## config.mk

```make
export PLATFORM = sky130hd
export DESIGN_NAME = signed_narrow
export DESIGN_NICKNAME = d
export VERILOG_FILES = /design/src/rtl/signed_narrow.sv
export SDC_FILE = /design/constraint.sdc
export NUM_CORES = 1
export LEC_CHECK = 0
export CORE_MARGIN = 5
export CORE_UTILIZATION = 53
export CTS_BUF_LIST = sky130_fd_sc_hd__clkbuf_4
export DETAILED_ROUTE_END_ITERATION = 10
export PLACE_DENSITY = 0.82
export SYNTH_ARGS = -nofsm -noshare
export SYNTH_HDL_FRONTEND = slang
export SYNTH_SLANG_ARGS = --single-unit
export TNS_END_PERCENT = 20
```

## constraint.sdc

```tcl
create_clock -name clk -period 5.2 [get_ports clk]
set_input_delay 0.52 -clock clk [delete_from_list [all_inputs] [get_ports clk]]
set_output_delay 0.52 -clock clk [all_outputs]
set_load 0.02 [all_outputs]
```

## src/rtl/signed_narrow.sv

```systemverilog
// Signed narrowing unit: checks a 64-bit operand against a byte/half/word/dword target
// and queues the result in a 2-entry FIFO. Define SIGNED_NARROW_SAT_EN to saturate on overflow.
module signed_narrow #(
    parameter int OVF_CNT_W = 16
) (
    input  logic                 clk,
    input  logic                 reset,
    input  logic                 in_valid,
    output logic                 in_ready,
    input  logic [63:0]          data_in,
    input  logic [1:0]           size_in,
    output logic                 out_valid,
    input  logic                 out_ready,
    output logic [63:0]          data_out,
    output logic [1:0]           size_out,
    output logic                 overflow,
    output logic [OVF_CNT_W-1:0] ovf_count
);

    logic [63:0]          r_data [2];
    logic [1:0]           r_size [2];
    logic                 r_ovf  [2];
    logic                 r_wptr;
    logic                 r_rptr;
    logic [1:0]           r_count;
    logic                 r_in_ready;
    logic [OVF_CNT_W-1:0] r_ovf_cnt;

    logic                 w_ovf;
    logic [63:0]          w_trunc;
    logic [63:0]          w_result;
    logic                 w_push;
    logic                 w_pop;
    logic [1:0]           w_count_nxt;

    // Overflow iff the bits from the target sign bit upward are not all equal.
    always_comb begin
        w_ovf   = 1'b0;
        w_trunc = data_in;
        unique case (size_in)
            2'b00: begin
                w_ovf   = !((&data_in[63:7]) || !(|data_in[63:7]));
                w_trunc = {56'd0, data_in[7:0]};
            end
            2'b01: begin
                w_ovf   = !((&data_in[63:15]) || !(|data_in[63:15]));
                w_trunc = {48'd0, data_in[15:0]};
            end
            2'b10: begin
                w_ovf   = !((&data_in[63:31]) || !(|data_in[63:31]));
                w_trunc = {32'd0, data_in[31:0]};
            end
            2'b11: begin
                w_ovf   = 1'b0;
                w_trunc = data_in;
            end
        endcase
    end

`ifdef SIGNED_NARROW_SAT_EN
    logic [63:0] w_sat;

    always_comb begin
        w_sat = data_in;
        unique case (size_in)
            2'b00: w_sat = data_in[63] ? 64'h80 : 64'h7F;
            2'b01: w_sat = data_in[63] ? 64'h8000 : 64'h7FFF;
            2'b10: w_sat = data_in[63] ? 64'h8000_0000 : 64'h7FFF_FFFF;
            2'b11: w_sat = data_in;
        endcase
        w_result = w_ovf ? w_sat : w_trunc;
    end
`else
    assign w_result = w_trunc;
`endif

    assign w_push      = in_valid && r_in_ready;
    assign w_pop       = (r_count != 2'd0) && out_ready;
    assign w_count_nxt = r_count + {1'b0, w_push} - {1'b0, w_pop};

    always_ff @(posedge clk) begin
        if (reset) begin
            r_data[0]  <= '0;
            r_data[1]  <= '0;
            r_size[0]  <= '0;
            r_size[1]  <= '0;
            r_ovf[0]   <= 1'b0;
            r_ovf[1]   <= 1'b0;
            r_wptr     <= 1'b0;
            r_rptr     <= 1'b0;
            r_count    <= 2'd0;
            r_in_ready <= 1'b1;
            r_ovf_cnt  <= '0;
        end else begin
            if (w_push) begin
                r_data[r_wptr] <= w_result;
                r_size[r_wptr] <= size_in;
                r_ovf[r_wptr]  <= w_ovf;
                r_wptr         <= ~r_wptr;
            end
            if (w_pop) begin
                r_rptr <= ~r_rptr;
            end
            r_count    <= w_count_nxt;
            // in_ready looks only at the next count, so out_ready never reaches it combinationally.
            r_in_ready <= (w_count_nxt != 2'd2);
            if (w_push && w_ovf && (r_ovf_cnt != {OVF_CNT_W{1'b1}})) begin
                r_ovf_cnt <= r_ovf_cnt + OVF_CNT_W'(1);
            end
        end
    end

    assign in_ready  = r_in_ready;
    assign out_valid = (r_count != 2'd0);
    assign data_out  = r_data[r_rptr];
    assign size_out  = r_size[r_rptr];
    assign overflow  = r_ovf[r_rptr];
    assign ovf_count = r_ovf_cnt;

endmodule
```

==> results of run 1 <==
## power by group through the flow
stage	sequential, W	combinational, W	clock (W)
2_1_floorplan	0.00162	0.000694	0
3_3_place_gp	0.00166	0.00116	0
3_5_place_dp	0.00168	0.00117	0
4_1_cts	0.00165	0.00118	0.000677
5_1_grt	0.00166	0.00124	0.000727
6_report	0.00164	0.00117	0.000665
## worst reg2reg max path: cells and delay by family (launching register included)
family	cells	cell delay, ns
DFF	1	0.34
and+or+nand+nor	4	2.21
## synth_stat cells (3+ instances only)
library cell,n
sky130_fd_sc_hd__ha_1,3
sky130_fd_sc_hd__nand2_1,9
sky130_fd_sc_hd__buf_1,5
sky130_fd_sc_hd__inv_1,4
sky130_fd_sc_hd__edfxtp_1,134
sky130_fd_sc_hd__nand3_1,11
sky130_fd_sc_hd__buf_6,3
sky130_fd_sc_hd__nor2_1,24
sky130_fd_sc_hd__nand4_1,32
sky130_fd_sc_hd__nor2b_1,17
sky130_fd_sc_hd__and3_1,22
sky130_fd_sc_hd__o22ai_1,9
sky130_fd_sc_hd__and2_1,121
sky130_fd_sc_hd__nor4_1,18
sky130_fd_sc_hd__dfxtp_1,22
sky130_fd_sc_hd__mux2_1,13
sky130_fd_sc_hd__o21ai_1,4
sky130_fd_sc_hd__clkbuf_1,21
sky130_fd_sc_hd__mux2_2,69
sky130_fd_sc_hd__nor3_1,5
## area by class of cell
class	count	area, µm²
Sequential cell	156	4470
Fill cell	987	4440
Multi-Input combinational cell	387	2870
Timing Repair Buffer	158	1570
Tap cell	180	225
Clock buffer	18	135
Clock inverter	12	106
Inverter	4	15.0
Antenna cell	1	2.50
## worst min-delay path by stage
stage,endpoint,cells past startpoint
CTS,flop,2
global route,flop,2
floorplan,flop,2
finish,flop,2
detailed placement,flop,2
global placement,r_rptr,2
## per-layer routing
metal  up-vias  part of all wire  global-route usage
met2       207              0.48               0.342
met5         -                 0                   0
met4         0             0.023              0.0840
met3        33             0.073              0.0535
met1      2541              0.42               0.280
li1       2438                 -                   -
## metrics by stage
| step | hold WS [ns] | std cells |
|---|---|---|
| CTS | 0.525 | 915 |
| global placement | 0.499 | 885 |
| global route | 0.578 | 916 |
| floorplan | 0.481 | 577 |
| finish | 0.512 | 916 |
| detailed placement | 0.504 | 885 |
## registers in the layout, summed over array words and instances (netlist names), named ones only
name	flops
in_ready	1
ovf_count	16
r_count	2
r_data	128
r_ovf	2
r_rptr	1
r_size	4
r_wptr	1
## cell families (layout without fill, tap and decap cells)
family,Yosys count,after routing
compound gates,21,21
fa+ha+maj,3,3
simple gates,275,275
flops,156,156
other cells,0,1
xor+xnor,4,4
buf+inv,34,192
mux,84,84
==> results.md, run 1 <==
Pwr:
- In this run the static leakage power is 3.51 nW.
- The power density relative to cell area is 370 nW/µm².
- Of the total power, the share spent switching nets is 0.309.
- The internal power of the cells is 0.00241 W.
- The share of total power dissipated in the clock network is 0.191.
- The power dissipated by switching net loads is 0.00107 W.
- The maximum vdd ir drop is 0.154 mV.
- Of the total power, registers draw 0.472.
- The part of the power in combinational logic is 0.336.
- The design draws 0.00348 W.

Route:
- The detailed-route DRC error count is 0.
- For this block, the via count after detailed routing is 5219.
- The wire length reported by the detailed router is 17.5 mm.
- The first detailed-routing pass took 7 iterations.
- Once detail routing completed, the nets flagged for antenna violations numbered 0.
- The mean number of vias per cell is 5.70.
- In the final routed layout, each cell accounts on average for 19.1 µm.
- The iteration-0 DRC count of the detailed router is 456.

Worst setup path:
- STA puts the critical path data arrival time at 3.09 ns.
- The critical path goes through buf_4, mux2_2, clkdlybuf4s50_1.
- Broken down by cell family, the worst path's largest delay share belongs to flip-flops.
- The launch instance of the worst register-to-register path is in_ready.
- For the worst flop-to-flop path, the logic depth is 4.
- Counting buffers and inverters, the worst setup path is 3 cells deep.
- The buffering stage count on the worst path with inverters included is 2.
- STA classifies the critical path endpoint as an output port.
- The critical register-to-register path endpoint is r_data[0][60].
- Among all stages on the critical path, the largest delay is contributed by sky130_fd_sc_hd__dfxtp_2.
- The delay of the slowest critical-path stage is 1.05 ns.
- The critical path in this run is classified as flop to output port.
- The worst setup path is launched from a flop.
- Along the worst path, the maximum fanout reaches 44.
- The critical path endpoint is data_out[19].
- The worst path required time is 4.68 ns.
- The reg-to-reg setup timing slack is 2.52 ns.

GRT:
- The initial antenna violation count is 1.
- For this run the aggregate overflow at the end of global routing stands at 0.
- The first global-routing pass estimated 27.3 mm of wire.
- Entering global routing, the biggest net connects 68 pins.
- The via count of the first global-routing pass was 5217.
- Across every metal layer, demand over resource in global routing totals 0.213.

Clocking:
- The clock-pin slew on the worst setup and hold paths is 0.12 ns.
- The clock net in this run drives a total of 156 sinks.
- The clock tree root driver cell is sky130_fd_sc_hd__clkbuf_4.
- Buffers added to address setup during post-CTS repair amount to 0.
- The depth of the CTS H-tree is 4.
- Counting the buffers created by CTS gives 17.
- After clock tree synthesis, the repair step resized 0 gates.
- The insertion delay of the later-clocked pin in the worst-skew pair is 0.55 ns.
- No sink is reached through more buffers than the 2 on the longest clock path.
- Buffers inserted to repair hold after CTS numbered 0.
- The clock tree from TritonCTS is yes.

Synth:
- The share of synthesized area in the top cell type comes to 0.539.
- The count of different cell masters after synthesis is 44.
- By area, the combinational part of the netlist is dominated by simple AND/OR/NAND/NOR gates.
- After synthesis the netlist holds a flip-flop and latch count of 156.
- The fraction of synthesis flops using an asynchronous set or reset pin is 0.
- The cell count after synthesis is 577.
- By area the synthesized netlist is led by sky130_fd_sc_hd__edfxtp_1 54%, sky130_fd_sc_hd__mux2_2 10%, sky130_fd_sc_hd__and2_1 10%, sky130_fd_sc_hd__dfxtp_1 5.9%, sky130_fd_sc_hd__nand4_1 2.7%.
- The number of warnings reported in the yosys synthesis log is 0.
- Of the total synthesized cell area, the portion taken by XOR and XNOR cells is 0.00470.
- The simple-gate share of the synthesized area is 0.221.
- The most area-hungry cell type in the Yosys netlist is sky130_fd_sc_hd__edfxtp_1.
- The compound-cell area share of the yosys netlist is 0.0233.
- The summed instance area of the synthesized netlist is 7460 µm².
- The share of synthesized cell area in full adder, half adder and majority cells is 0.00503.
- A synthesized cell averages 12.9 µm².
- The sequential cell area fraction in the yosys report is 0.598.
- Among all flip-flop cells after synthesis, the most frequent one is sky130_fd_sc_hd__edfxtp_1.
- The number of flops mapped to enable cells by yosys is 134.
- The mux cell area share after synthesis is 0.127.
- The post-synth net total is 650.

Timing:
- The worst slew margin relative to its limit is 0.163.
- The part of the cycle the worst path needs is 0.693.
- The minimum clock period is 3.61 ns.
- Setup violations remaining at the end of the flow were counted as 0.
- In the final timing run, aggregate negative setup slack is 0 ns.
- Setup repair after global routing left no endpoint under its margin.
- The number of slew-limit violations in the final report is 0.
- At the pin with the least slew margin, the transition time is 1.24 ns.
- The count of final hold-check violations is 0.
- The worst setup slack after layout is 1.59 ns.
- Timing would allow up to 277 MHz.
- The maximum clock skew at final layout is 0.0139 ns.

Cells and area:
- The library cell used most frequently in the layout, excluding fill and tap cells, is sky130_fd_sc_hd__clkdlybuf4s50_1.
- The number of nets in the layout is 797.
- The end-of-flow core utilization is 0.679.
- The post-route cell area is 9390 µm².
- In the layout the commonest cells are 154 x sky130_fd_sc_hd__clkdlybuf4s50_1, 134 x sky130_fd_sc_hd__edfxtp_1, 121 x sky130_fd_sc_hd__and2_1.
- The fraction of final layout cells sized beyond drive strength 1 is 0.154.
- From synthesis to final layout, the design area changed by 25.9%.

Floorplan:
- 155 I/O pins were placed.
- The floorplan has 43 rows.
- The area of the core region is 13800 µm².
- The initial utilization of the core area, before any placement, comes to 0.540.
- The die extent in y is 129 µm.
- The horizontal extent of the die is 129 µm.
- The area of the die is 16500 µm².

Place:
- OpenSTA, run right after detailed placement, puts the worst setup slack at 1.80 ns.
- The HPWL after detailed placement is 12.2 mm.
- The weighted congestion reported at the end of routability-driven placement is 0.890.
- Buffers placed on the I/O ports in this run total 154.
- Once placement finished, the instance area stood at 9150 µm².

Worst hold path:
- The launch instance of the worst min-delay path is r_rptr.
- The worst hold path class is flop to flop.

Outcome:
- The run finished with clean final reports.

Job:
- The tool flagged a number of max-cap violations equal to 0.
No activity file was read; power rests on OpenSTA's default activity.
==> run 2: changes to the inputs <==
- clock period: 5.2 -> 3.6 ns (I/O delays scaled with it)
==> run 2 against run 1 <==
Setup slack got worse by 0.59 ns. Sequential power increased by 41%. Clock power increased by 45%. Final cell count increased by 1.2%. Count of clock-buffer cells in the layout decreased by 1. Core utilization increased by 0.82 points. First-iteration DRC count increased by 11%. Power increased by 46%. Clock skew increased by 0.0087 ns. Die area unchanged. Register-to-register slack got worse by 1.4 ns. Non-clock buffer count increased by 9. Largest cell class unchanged. Largest power group unchanged. Highest routed layer unchanged.
==> results.md, run 2 (synthesized netlist as in run 1, its figures left out) <==
Route:
- The iteration-0 DRC count of the detailed router is 507.
- The count of nets left with antenna violations once routing finished came out at 0.
- Summing over every cut layer, the via total after detailed routing is 5281.
- After detailed routing, the number of remaining DRC violations is 0.
- For this run, the detailed router's first-pass iteration total came to 5.
- Dividing the detail-routed wire length by the instance count gives 19.3 µm.
- The wire length reported by the detailed router is 17.9 mm.
- After detailed routing, the number of vias per cell comes to 5.70.

Timing:
- On the final layout, the worst clock skew is 0.0226 ns.
- Summed over all failing endpoints, the final setup total negative slack is 0 ns.
- The worst slew margin relative to its limit is 0.281.
- Setup repair after global routing left no endpoint under its margin.
- In the post-route analysis, the smallest setup slack over all paths is 1.00 ns.
- Based on the critical path, the design can be clocked at up to 385 MHz.
- Subtracting the final worst setup slack from the clock period gives 2.60 ns.
- The number of slew-limit violations in the final report is 0.
- Setup violations remaining at the end of the flow were counted as 0.
- Hold is met by 0.519 ns.
- The part of the cycle the worst path needs is 0.722.
- The count of final hold-check violations came to 0.
- The slew at the pin with the worst max-slew slack is 1.07 ns.

Floorplan:
- The number of top-level pins is 155.
- Measured along the y axis, the die boundary spans 129 µm.
- The area of the core region is 13800 µm².
- The initial utilization of the core area, before any placement, comes to 0.540.
- The floorplan has 43 rows.
- Measured along the x axis, the die boundary spans 129 µm.
- The floorplan step defined a die boundary enclosing 16500 µm².

Pwr:
- The internal power of the cells totals 0.00344 W.
- Of the total power, the share spent switching nets is 0.320.
- In this run the static leakage power is 3.57 nW.
- The maximum vdd ir drop is 0.376 mV.
- The clock share of power is 0.191.
- Of the total power, registers draw 0.455.
- The power density relative to cell area is 533 nW/µm².
- Summed over all nets, the switching power comes to 0.00162 W.
- Of the total power, combinational logic draws 0.354.

Clocking:
- Buffers added to address setup during post-CTS repair amount to 0.
- The total of hold buffers inserted after clock tree synthesis is 0.
- The insertion delay of the later-clocked pin in the worst-skew pair is 0.55 ns.
- The tree is rooted in a sky130_fd_sc_hd__clkbuf_4.
- The number of buffers added by the clock tree synthesis step is 17.
- Once the clock tree was built, the resizer swapped 0 gates to a different size.
- No sink is reached through more buffers than the 2 on the longest clock path.
- The clock tree from TritonCTS is yes.
- Clock-pin slew was measured on the worst setup and hold paths at 0.12 ns.
- The number of clock sinks seen by CTS is 156.
- In this run the number of H-tree levels came out at 4.

Cells and area:
- In the final layout, the share of cells above drive strength 1 is 0.169.
- After routing the design area is 9510 µm².
- The finished layout holds 927 standard cells, fillers aside.
- Relative to the synthesized area, the layout overhead comes to 27.4%.
- The flip-flop count of the largest register, all copies and words added is 128.
- The net count of the finished layout is 806.
- The library cell used most frequently in the layout, excluding fill and tap cells, is sky130_fd_sc_hd__clkdlybuf4s50_1.
- The library cells used most frequently in the layout, excluding fill and tap cells, are 154 x sky130_fd_sc_hd__clkdlybuf4s50_1, 134 x sky130_fd_sc_hd__edfxtp_1, 121 x sky130_fd_sc_hd__and2_1.
- The largest register by flop count is r_data.

Worst setup path:
- Measured in cells, the most critical reg-to-reg path has a length of 6.
- STA classifies the critical path endpoint as an output port.
- The arrival time at the worst endpoint is 2.24 ns.
- Data on the critical path is required at its endpoint by 3.24 ns.
- The highest net fanout along the worst path is 67.
- The worst setup path is of the flop to output port kind.
- The startpoint type of the worst setup path is a flop.

Place:
- The weighted congestion reported at the end of routability-driven placement is 0.823.
- The number of cells in the design after placement is 894.
- The quantity of I/O buffers inserted on ports is 154.
- The detailed placer's ending HPWL is 12.3 mm.
- The placement-stage worst setup slack is 0.845 ns.
- The cell area after placement is 9250 µm².

GRT:
- Entering global routing, the biggest net connects 68 pins.
- The met3 layer usage reported by global route is 0.0535.
- The global routing stage identified its most utilized layer as met2.
- The via count of the first global-routing pass was 5385.
- In the global route stage, met2 resource usage came out at 0.357.
- Summed over all layers, the global routing overflow is 0.
- The first global-routing pass estimated 27.9 mm of wire.
- The overall fraction of global-route tracks in use is 0.218.
- The met1 routing resource usage after global routing is 0.273.
- The initial antenna violation count is 1.

Worst hold path:
- Along the worst hold path, the cell count comes to 2.
- The worst hold path class is input port to flop.

Outcome:
- The flow ran to the end, and the final reports show no timing, DRC or antenna violations.

Job:
- The number of max-cap violations is 0.
## run 2: path summary, 6_finish.rpt
| kind | start | end | slack [ns] |
|---|---|---|---|
| worst min register to register | r_rptr | r_rptr | 0.54 |
| worst min-delay path | data_in[2] | r_data[1][2] | 0.52 |
| worst max-delay path | flop | data_out[39] | 1.00 |
| worst max register to register | ovf_count[0] | ovf_count[0] | 1.08 |
## run 2: critical path: stages (launching register included)
cell and delay (ns):
sky130_fd_sc_hd__dfxtp_2 0.36, sky130_fd_sc_hd__buf_12 0.31, sky130_fd_sc_hd__mux2_2 0.40, sky130_fd_sc_hd__clkdlybuf4s50_1 0.57
## run 2: through the flow
step | total power (W) | utilization
2_1_floorplan | 0.00334 | -
3_3_place_gp | 0.00411 | 0.669
6_report | 0.00507 | 0.687
3_5_place_dp | 0.00415 | 0.669
5_1_grt | 0.00529 | 0.687
4_1_cts | 0.00511 | 0.687
## run 2: power groups by stage
stage,clock [W],sequential [W],combinational [W]
after floorplan,0,0.00233,0.00100
after global placement,0,0.00233,0.00178
after detailed placement,0,0.00235,0.00180
after CTS,0.000988,0.00231,0.00181
after global routing,0.00107,0.00233,0.00189
final,0.000965,0.00231,0.00180
## run 2: area by class of cell
type	count	area, µm²
Inverter	4	15.0
Antenna cell	1	2.50
Timing Repair Buffer	167	1680
Sequential cell	156	4470
Tap cell	180	225
Clock inverter	15	125
Fill cell	981	4320
Multi-Input combinational cell	387	2870
Clock buffer	17	128
## run 2: layer usage
layer	routed length [µm]	share of wire	vias to the layer above
met5	0	0	-
met4	636	0.036	0
met3	1030	0.058	44
met2	8870	0.50	192
met1	7330	0.41	2584
li1	-	-	2461
==> run 3: changes to the inputs <==
- clock period: 3.6 -> 2.5 ns (I/O delays scaled with it)
==> run 3 against run 2 <==
Final area rose by 2.2%. Register-to-register slack got worse by 0.73 ns. Die area did not move. Worst hold slack got worse by 0.14 ns. Setup slack got worse by 0.90 ns. Clock skew fell by 0.011 ns. Non-clock buffer count rose by 23. Count of clock-buffer cells in the layout rose by 3. First-iteration DRC count fell by 29%. Critical path type unchanged. Largest cell class unchanged.
==> results.md, run 3 (synthesized netlist as in run 1, its figures left out) <==
Outcome:
- The run finished with clean final reports.

Clocking:
- In this run the deepest clock path goes through 2 buffers.
- TritonCTS built the clock tree.
- The total of hold buffers inserted after clock tree synthesis is 0.
- The number of clock sinks seen by CTS is 156.
- The clock-pin slew on the worst setup and hold paths is 0.11 ns.
- The depth of the CTS H-tree is 4.
- The clock tree root driver cell is sky130_fd_sc_hd__clkbuf_4.
- Clock latency on the worst-skew pair, taken at its later pin, is 0.56 ns.
- The number of buffers added by the clock tree synthesis step is 17.

Timing:
- The number of slew-limit violations in the final report is 0.
- The setup violation total in the final timing report is 0.
- The count of final hold-check violations is 0.
- Between clock sinks in the finished design, the worst skew comes to 0.0112 ns.
- Dividing the final minimum period by the clock period gives 0.961.
- For the pin with the worst max-slew slack, the measured transition is 0.501 ns.
- Measured against its own limit, the worst slew margin works out to 0.665.
- The fmax is 416 MHz.
- The smallest clock period supported by the final layout is computed as 2.40 ns.
- Setup repair after global routing left no endpoint under its margin.
- Final hold analysis gives a worst-case slack of 0.380 ns.

Route:
- The detailed router finished its first iteration with 361 violations.
- The number of nets still failing antenna checks after routing is 0.
- The first detailed-routing pass took 5 iterations.
- The average routed wire per standard cell is 18.8 µm.
- For this run, design rule violations remaining after detail routing come to 0.
- Across all layers, the routed design uses 5298 vias.
- The wire length reported by the detailed router is 17.9 mm.
- After detailed routing, the number of vias per cell comes to 5.59.

Place:
- Detailed placement ended at an HPWL of 12.6 mm.
- The placed instances occupy a cell area of 9440 µm².
- In this run the tool buffered the top-level ports with 154 buffer cells.
- The congestion estimate from routability-driven global placement came to 0.892.

Floorplan:
- The starting utilization of the core area is 0.540.
- The area of the die is 16500 µm².
- The horizontal extent of the die is 129 µm.
- After floorplanning, the core was sized to cover 13800 µm².
- The die extent in y is 129 µm.
- The number of core rows is 43.
- The number of top-level pins is 155.

Worst setup path:
- The critical register-to-register path endpoint is ovf_count[3].
- Setup slack on the worst reg-to-reg path comes out at 0.35 ns.
- STA classifies the critical path endpoint as an output port.
- The startpoint type of the worst setup path is a flop.
- The highest net fanout along the worst path is 27.
- The critical path class is flop to output port.
- The launch instance of the worst register-to-register path is ovf_count[0].
- Counting cells, the worst reg-to-reg path comes to 7.
- The worst path required time is 2.25 ns.
- The arrival time at the worst endpoint is 2.15 ns.

GRT:
- The maximum number of pins on one net before global-route repair is 45.
- The via count of the first global-routing pass is 5296.
- In the global route stage, overall resource usage came out at 0.217.
- The initial antenna violation count is 0.
- For this run the aggregate overflow at the end of global routing stands at 0.
- The first global-routing pass estimated 27.6 mm of wire.

Cells and area:
- The post-route cell area is 9720 µm².
- Leaving out fill and tap cells, the most frequent cells in the layout are 151 x sky130_fd_sc_hd__clkdlybuf4s50_1, 134 x sky130_fd_sc_hd__edfxtp_1, 121 x sky130_fd_sc_hd__and2_1.
- The number of fill cells is 956.
- In the final layout, the multi-input gates occupy 2870 µm².
- The register with the most flip-flops in the layout has 128 of them.
- The fraction of final layout cells sized beyond drive strength 1 is 0.193.
- Registers take 4470 µm².
- The most common cell after layout, fill and taps aside is sky130_fd_sc_hd__clkdlybuf4s50_1.
- From synthesis to final layout, the design area changed by 30.2%.
- The largest register by flop count is r_data.
- For this run, the post-layout net count is 829.
- The count of inserted antenna diode cells is 0.

Pwr:
- The reported leakage power is 3.74 nW.
- In this run the power density over the cells is 756 nW/µm².
- For this design the total switching power over the nets is 0.00227 W.
- Of the total power, the clock network draws 0.179.
- The maximum vdd ir drop is 0.425 mV.
- The switching part of the total power is 0.310.
- The part of the power in combinational logic is 0.366.
- Cell internal power was estimated by the tool at 0.00507 W.
- Of the total power, registers draw 0.455.

Worst hold path:
- The path with the worst hold slack has its endpoint at r_data[0][2].
- The worst hold path begins at data_in[2].
- Counting instances, the worst hold path has a depth of 2.
- The tightest min-delay check is of the input port to flop type.

Job:
- The number of max-cap violations is 0.
[run 3: changes by cell type in the layout (fill, tap and decap cells not counted), sizes merged]
cell	change
buf	+22
clkbuf	+4
clkdlybuf4s50	-3
dlymetal6s2s	+3
clkinv	-2
inv	-2
diode	-1
[run 3: worst max path at each step]
stage,cells after the start,endpoint,slack [ns],from
floorplan,6,r_data[1][0],-0.29,in_ready
global placement,7,ovf_count[2],-0.10,data_in[39]
detailed placement,7,ovf_count[2],-0.07,data_in[39]
CTS,3,data_out[30],0.007,flop
global route,3,data_out[39],0.004,flop
finish,3,data_out[40],0.1,flop
[run 3: per-stage QoR]
| step | instances | power (W) | TNS [ns] | worst slack, ns | util |
|---|---|---|---|---|---|
| 2_1_floorplan | 577 | 0.00480 | -19.24 | -0.287 | - |
| 3_3_place_gp | 914 | 0.00600 | -0.850 | -0.100 | 0.683 |
| 3_5_place_dp | 914 | 0.00605 | -0.531 | -0.0696 | 0.683 |
| 4_1_cts | 945 | 0.00735 | 0 | 0.00710 | 0.699 |
| 5_1_grt | 948 | 0.00766 | 0 | 0.00358 | 0.703 |
| 6_report | 948 | 0.00735 | 0 | 0.0983 | 0.703 |
[run 3: power groups by stage]
| stage | Combinational, W | Clock (W) | Sequential [W] |
|---|---|---|---|
| after floorplan | 0.00145 | 0 | 0.00335 |
| after global placement | 0.00262 | 0 | 0.00338 |
| after detailed placement | 0.00265 | 0 | 0.00340 |
| after CTS | 0.00267 | 0.00134 | 0.00334 |
| after global routing | 0.00284 | 0.00145 | 0.00337 |
| final | 0.00269 | 0.00131 | 0.00334 |
[run 3: layer usage]
layer	GRT usage	wire, µm	up-vias
li1	-	-	2498
met1	0.273	7240	2580
met2	0.363	8970	180
met3	0.0473	1110	40
met4	0.0902	534	0
met5	0	0	-
[run 3: layout make-up]
cell class / count / share of cell area
Sequential cell: 156 / 0.460
Inverter: 4 / 0.00155
Tap cell: 180 / 0.0232
Timing Repair Buffer: 190 / 0.197
Clock inverter: 11 / 0.00811
Clock buffer: 20 / 0.0155
Multi-Input combinational cell: 387 / 0.295
[run 3: timing repair]
item | CTS | global route
buffers inserted | 0 | 2
endpoints found under the setup margin | 60 | 26
resized for setup | 1 | 3
cloned | 0 | 1
[run 3: worst max-delay path: stages (launching register included)]
cell and delay [ns]:
sky130_fd_sc_hd__dfxtp_4 0.45, sky130_fd_sc_hd__buf_12 0.22, sky130_fd_sc_hd__mux2_2 0.36, sky130_fd_sc_hd__clkdlybuf4s50_1 0.55
